File: src/rtl/pipe_skid_reg.sv
// Two-entry registered pipeline slice: forward data/valid and backward ready are
// all flops, so a long path can be cut in both directions without losing beats.
module pipe_skid_reg #(
  parameter int unsigned      WIDTH       = 8,
  parameter logic [WIDTH-1:0] RESET_VALUE = {WIDTH{1'b0}}
) (
  input  logic             clk,
  input  logic             rst,
  input  logic             flush,
  input  logic             i_vld,
  output logic             i_rdy,
  input  logic [WIDTH-1:0] i_dat,
  output logic             o_vld,
  input  logic             o_rdy,
  output logic [WIDTH-1:0] o_dat,
  output logic [1:0]       o_cnt
);

  typedef enum logic [1:0] {
    ST_EMPTY = 2'b00,
    ST_ONE   = 2'b01,
    ST_FULL  = 2'b10
  } state_t;

  state_t           r_state;
  logic [WIDTH-1:0] r_main;
  logic [WIDTH-1:0] r_skid;
  logic             r_vld;
  logic             r_rdy;
  logic             w_acc;
  logic             w_take;

  // Handshake: a beat moves on any edge where valid and ready are both high.
  assign w_acc  = i_vld & r_rdy;
  assign w_take = r_vld & o_rdy;

  always_ff @(posedge clk) begin
    if (rst || flush) begin
      r_state <= ST_EMPTY;
      r_vld   <= 1'b0;
      r_rdy   <= 1'b1;
      r_main  <= RESET_VALUE;
      r_skid  <= RESET_VALUE;
    end else begin
      case (r_state)
        ST_EMPTY: begin
          if (w_acc) begin
            r_main  <= i_dat;
            r_vld   <= 1'b1;
            r_state <= ST_ONE;
          end
        end
        ST_ONE: begin
          if (w_acc && w_take) begin
            r_main <= i_dat;
          end else if (w_acc) begin
            r_skid  <= i_dat;
            r_rdy   <= 1'b0;
            r_state <= ST_FULL;
          end else if (w_take) begin
            r_vld   <= 1'b0;
            r_state <= ST_EMPTY;
          end
        end
        ST_FULL: begin
          // Skid word moves up; ready returns one cycle after the take.
          if (w_take) begin
            r_main  <= r_skid;
            r_rdy   <= 1'b1;
            r_state <= ST_ONE;
          end
        end
        default: begin
          r_state <= ST_EMPTY;
          r_vld   <= 1'b0;
          r_rdy   <= 1'b1;
        end
      endcase
    end
  end

  always_comb begin
    o_cnt = 2'd0;
    case (r_state)
      ST_EMPTY: o_cnt = 2'd0;
      ST_ONE:   o_cnt = 2'd1;
      ST_FULL:  o_cnt = 2'd2;
      default:  o_cnt = 2'd0;
    endcase
  end

  assign i_rdy = r_rdy;
  assign o_vld = r_vld;
  assign o_dat = r_main;

endmodule

File: config.mk
export PLATFORM = sky130hd
export DESIGN_NAME = pipe_skid_reg
export DESIGN_NICKNAME = d
export VERILOG_FILES = /design/src/rtl/pipe_skid_reg.sv
export SDC_FILE = /design/constraint.sdc
export NUM_CORES = 1
export LEC_CHECK = 0
export CAP_MARGIN = 40
export CELL_PAD_IN_SITES_DETAIL_PLACEMENT = 0
export CELL_PAD_IN_SITES_GLOBAL_PLACEMENT = 1
export CORE_UTILIZATION = 36
export DETAILED_ROUTE_END_ITERATION = 12
export GPL_TIMING_DRIVEN = 0
export PLACE_DENSITY = 0.88
export SYNTH_ARGS = -nofsm -noshare
export SYNTH_HDL_FRONTEND = slang
export SYNTH_SLANG_ARGS = --single-unit
File: constraint.sdc
create_clock -name clk -period 1.9 [get_ports clk]
set_input_delay 0.475 -clock clk [delete_from_list [all_inputs] [get_ports clk]]
set_output_delay 0.475 -clock clk [all_outputs]
set_load 0.02 [all_outputs]
==> run_results.csv, run 1 <==
group,metric,value,unit
clock_network,clockBufferDepth,2,
worst_hold_path,hp-class,"reg2reg",
clock_network,cts_hold_buf,0,
clock_network,h-tree-depth,1,
critical_path,cp-start-kind,"input port",
synthesis,syn_nets,115,
sta,fin_crit,1.943,ns
critical_path,cp.required,2.06,ns
synthesis,synthCells,102,
sta,hold_violations,0,
floorplanning,die_w,54.63,um
global_route,antenna_found_initial,0,
placed_design,port_buffers,24,
critical_path,cp.arrival,2.10,ns
drt,drt-total-wl,2.471,mm
drt,drc_errors,0,
global_route,grtUsageMet3,0.03056,
synthesis,synth_top_area_cell,"dfxtp_1",
sta,finalSetupViolCount,1,
drt,drt_pass1_iterations,4,
synthesis,synth_xor_area_frac,0,
sta,fin_crit_sh,1.022,
layout,n_antenna_cell,0,
synthesis,yosysMostFrequentCell,"dfxtp_1",
synthesis,synth_warnings,0,
global_route,first_global_vias,804,
floorplanning,start_util,0.3918,
placed_design,pre_cts_slack,-0.3320,ns
placed_design,hpwlAfterDp,1.690,mm
clock_network,cts_root_buf,"clkbuf_4",
synthesis,yosys.area_share.adder,0,
synthesis,synth_top_family_by_area,"compound AO/OA/AOI/OAI gates",
drt,wl_per_cell,15.54,um
synthesis,synthMuxAreaShare,0.08030,
pwr,ir_worst_vdd,0.0004339,V
critical_path,crit_type,"in2reg",
floorplanning,die_area,2984,um2
critical_path,crit_fanout,9,
pwr,power_leakage,0.5512,nW
sta,max_freq,0.5147,GHz
floorplanning,core_area,2545,um2
synthesis,synthArstFlopShare,0,
floorplanning,ios,25,
pwr,power,0.8001,mW
global_route,grtUsageMet1,0.2241,
layout,area_growth,32.12,%
flow_run,drv_cap,0,
critical_path,worstSetupEndpointType,"flop",
layout,drive_gt1_frac,0.1550,
clock_network,clk_latency,0.29,ns
global_route,use_met2,0.2851,
layout,nets,144,
synthesis,synth_common_cells,"dfxtp_1, a21oi_1",
global_route,grt-ovfl-total,0,
drt,drt_iter0_drc,7,
clock_network,cts_sinks,20,
status,status,"complete, but fails checks",
sta,slew_headroom,0.5904,
clock_network,path_clk_slew,0.10,ns
drt,viasPerCell,5.623,
synthesis,synth-compound-area-share,0.3187,
drt,ant_nets,0,
global_route,grt_pass1_wl,3.615,mm
sta,rsz0062_at_grt,"yes",
clock_network,post_cts_buffers,0,
synthesis,synth-seq-area-share,0.4015,
synthesis,ys_types,26,
layout,multi_input_area,541.8,um2
sta,worst_slack,-0.04271,ns
clock_network,cts_tree,"done",
sta,drv_slew,0,
layout,seq_area,402.9,um2
synthesis,synthSimpleGateAreaFrac,0.1355,
sta,skew,0.002329,ns
synthesis,syn_area,997.2,um2
synthesis,synth_ff_type,"dfxtp_1",
synthesis,ys_top_cells_by_area,"dfxtp_1, a211oi_2, mux2i_1",
global_route,grt_usage,0.1743,
synthesis,avgSynthCellArea,9.777,um2
status,violations,"negative setup slack",
clock_network,cts_made_buffers,3,
synthesis,synth_edf_count,0,
global_route,grt-busiest-layer,"met2",
drt,num_vias,894,
synthesis,yosysTopAreaCellShare,0.4015,
global_route,grt_max_degree,11,
floorplanning,dieHeight,54.63,um
layout,fillers,252,
pwr,p_per_area,607.3,nW/um2
synthesis,synth-seq-cells,20,
sta,tightest_slew,0.5989,ns
floorplanning,rows,18,
placed_design,routabilityCongestion,0.7824,
## worst max-delay path, cell delays in order
cell	delay, ns
clkdlybuf4s50_1	0.47
and4b_1	0.24
clkbuf_1	0.21
a2111oi_0	0.62
a211oi_2	0.08
## power by group
part | internal (mW) | switching (mW) | total (mW) | leakage (nW)
logic | 0.0812 | 0.0869 | 0.168 | 0.374
registers | 0.433 | 0.0109 | 0.443 | 0.163
clock network | 0.0737 | 0.115 | 0.188 | 0.0138
total | 0.588 | 0.213 | 0.800 | 0.551
## registers in the layout (all words and copies together) (netlist names)
signal,cells
i_rdy,1
o_dat,8
o_vld,1
r_skid,8
r_state,2
## what timing repair did
action | CTS | global route
gates resized for setup | 6 | 6
hold endpoints to repair | 0 | 0
setup endpoints to repair | 3 | 10
## per-stage QoR
| step | setup TNS (ns) | util | hold slack [ns] | area [um2] | instances |
|---|---|---|---|---|---|
| 2_1_floorplan | 0 | - | 0.4581 | 997.2 | 102 |
| 3_3_place_gp | -2.744 | 0.5010 | 0.4640 | 1275 | 156 |
| 3_5_place_dp | -2.893 | 0.5010 | 0.4736 | 1275 | 156 |
| 4_1_cts | 0 | 0.5113 | 0.4886 | 1301 | 159 |
| 5_1_grt | -0.3105 | 0.5177 | 0.5082 | 1318 | 159 |
| 6_report | -0.04271 | 0.5177 | 0.4852 | 1318 | 159 |
## kinds of logic after synthesis
group,after synthesis
AND/OR/NAND/NOR,21
flip-flops,20
AO/OA/AOI/OAI,41
multiplexers,8
buffers and inverters,12
## layout make-up
class	count	share of cell area
multi-input combinational	70	0.4112
clock buffer	3	0.01709
sequential	20	0.3058
timing repair buffer	24	0.1842
inverter	2	0.005698
buffer	10	0.04748
tap	30	0.02849
## cells in the final DEF, fill, tap and decap left out, drive strengths merged
cell type,instances
clkdlybuf4s50,20
dfxtp,20
a21oi,10
a211oi,9
nand3,8
o21ai,8
mux2i,8
clkbuf,8
a2111oi,8
buf,5
inv,2
nand2,2
and4b,2
a211o,2
o21bai,2
and3,2
dlymetal6s2s,2
dlygate4sd2,2
nand2b,1
nor2b,1
and2,1
nand4b,1
or2,1
and3b,1
and4bb,1
a21o,1
o21ba,1
## path summary, 6_finish.rpt
path	startpoint	end	slack, ns	cells past startpoint
worst max register to register	r_state[0]	o_dat[7]	0.25	4
worst max-delay path	o_rdy	o_dat[7]	-0.04	5
worst min-delay path	r_skid[2]	r_skid[2]	0.49	2
worst min register to register	r_skid[2]	r_skid[2]	0.49	2
## per-layer routing
layer / vias to the layer above / wire [um]
met5: - / 0
met4: 0 / 21
met3: 4 / 105
met2: 20 / 1160
met1: 422 / 1184
li1: 448 / -
Note: power is estimated with default switching activity, not from simulation.
==> run 2: changes to the inputs <==
Settings changed: CORE_UTILIZATION 36 to 26, GPL_ROUTABILITY_DRIVEN set to 0, PLACE_DENSITY 0.88 to 0.69.
==> run_results.csv, run 2 (synthesized netlist as in run 1, its figures left out) <==
group,metric,value,unit
critical_path,worstSetupEndpointType,"flop",
pwr,p_per_area,654.9,nW/um2
floorplanning,core_area,3661,um2
layout,postLayoutCoreUtil,0.3681,
clock_network,cts_hold_buf,0,
worst_hold_path,hold_depth,2,
layout,drive_gt1_frac,0.1654,
flow_run,drv_cap,0,
critical_path,crit_cells,5,
critical_path,crit_slowest_cell,"clkdlybuf4s50_1",
pwr,ir_worst_vdd,0.0004963,V
clock_network,cts_sinks,20,
sta,hold_violations,0,
critical_path,crit_fanout,9,
drt,wl_met1,1.176,mm
critical_path,cp.required,2.01,ns
layout,final_area,1348,um2
worst_hold_path,min-delay-start,"r_skid[3]",
floorplanning,ios,25,
floorplanning,die_w,63.93,um
sta,tightest_slew,0.6370,ns
clock_network,clockBufferDepth,2,
layout,mostFrequentLayoutCell,"clkdlybuf4s50_1",
global_route,first_global_vias,827,
clock_network,clk_latency,0.25,ns
layout,n_antenna_cell,0,
worst_hold_path,holdPathEnd,"r_skid[3]",
clock_network,cts_root_buf,"clkbuf_8",
critical_path,path_buf_inv,2,
placed_design,dpl_cell_area,1297,um2
critical_path,cp_cell_sequence,"clkdlybuf4s50_1 -> and4bb_1 -> buf_2 -> a2111oi_0 -> a211oi_2",
sta,drv_slew,0,
sta,fin_crit,1.818,ns
layout,layout_common_cells,"clkdlybuf4s50_1, dfxtp_1, a21oi_1",
global_route,grt_usage,0.1302,
sta,finalSetupViolCount,0,
global_route,grt_pass1_wl,4.091,mm
layout,seq_area,402.9,um2
drt,wl_met2,1.167,mm
placed_design,port_buffers,24,
clock_network,post_cts_buffers,0,
status,status,"completed",
layout,multi_input_area,546.8,um2
critical_path,ff2ff_path_depth,4,
clock_network,h-tree-depth,1,
sta,slew_headroom,0.5753,
pwr,power_leakage,0.5403,nW
drt,drc_errors,0,
floorplanning,start_util,0.2724,
clock_network,cts_made_buffers,3,
drt,drt-total-wl,2.523,mm
drt,ant_nets,0,
critical_path,r2r_end,"o_dat[4]",
critical_path,r2r_slack,0.41,ns
drt,viasPerCell,5.160,
drt,drt_pass1_iterations,4,
placed_design,dp_cells,174,
critical_path,cp_top_family,"buffers and inverters",
worst_hold_path,hp-class,"reg2reg",
floorplanning,dieHeight,63.93,um
layout,fillers,386,
layout,area_growth,35.13,%
critical_path,crit_type,"in2reg",
drt,wl_per_cell,14.42,um
critical_path,cp.arrival,1.93,ns
drt,num_vias,903,
critical_path,cp-start-kind,"input port",
global_route,antenna_found_initial,0,
sta,rsz0062_at_grt,"no",
sta,fin_crit_sh,0.9567,
drt,drt_iter0_drc,23,
layout,final_cells,175,
clock_network,path_clk_slew,0.07,ns
placed_design,hpwlAfterDp,1.856,mm
floorplanning,die_area,4087,um2
drt,top_layer,"met3",
global_route,grt-ovfl-total,0,
drt,dr_wl_met3,179,um
clock_network,cts_tree,"done",
layout,nets,142,
sta,skew,0.0008336,ns
sta,max_freq,0.5501,GHz
critical_path,worstReg2RegStart,"r_state[1]",
critical_path,cpPeakStageDelay,0.49,ns
global_route,grt_max_degree,11,
sta,tns,0,ns
floorplanning,rows,22,
run 2: cell count changes in the layout (fill, tap and decap cells not counted), sizes merged:
cell           delta
clkbuf            -2
clkdlybuf4s50     +2
dlymetal6s2s      -2
run 2: what timing repair did:
action / 4_1_cts / 5_1_grt
endpoints found under the setup margin: 3 / 11
hold endpoints to repair: 0 / 0
gates resized for setup: 6 / 4
gates cloned: 0 / 0
run 2: power breakdown:
part | switching [mW] | leakage (nW) | internal (mW)
clock | 0.130 | 0.0216 | 0.141
combinational | 0.0866 | 0.355 | 0.0819
sequential | 0.0105 | 0.163 | 0.433
total | 0.227 | 0.540 | 0.655
run 2: worst register-to-register path: stages (launching register included):
cell and delay (ns):
dfxtp_2 0.39, and4bb_1 0.22, buf_2 0.18, a2111oi_0 0.49, a211oi_2 0.08
run 2: cell type report:
cell class,instances,share of cell area
inverters,2,0.005571
clock buffers,3,0.03064
flip-flops and latches,20,0.2990
plain buffers,8,0.03807
repair buffers,24,0.1764
multi-input cells,70,0.4058
well taps,48,0.04457
run 2: how the worst max path moves through the flow:
stage | startpoint | end
after CTS | r_state[0] | o_cnt[1]
after global placement | o_rdy | o_dat[0]
after floorplan | o_rdy | o_dat[0]
final | i_vld | o_dat[4]
after global routing | i_vld | o_dat[5]
after detailed placement | o_rdy | o_dat[0]
run 2: metrics by stage:
stage	power, mW	hold WS (ns)	setup slack, ns
6_report	0.8825	0.4786	0.08229
3_5_place_dp	0.6176	0.4723	-0.3447
2_1_floorplan	0.5446	0.4581	0.3141
5_1_grt	0.9259	0.5110	0.009211
4_1_cts	0.8929	0.4828	0.02007
3_3_place_gp	0.6141	0.4644	-0.3569
run 2: metal layers:
metal,GRT usage,vias to the layer above
met5,0,-
met1,0.1692,433
met3,0.03929,0
li1,-,447
met2,0.2194,23
met4,0.008523,0
==> run 3: changes to the inputs <==
Settings changed: MAX_ROUTING_LAYER set to met4.
==> results of run 3 <==
The final DEF is identical to that of run 2; final timing and power are the same.
Among the figures that moved: overall routing resource usage 0.1302 -> 0.1338
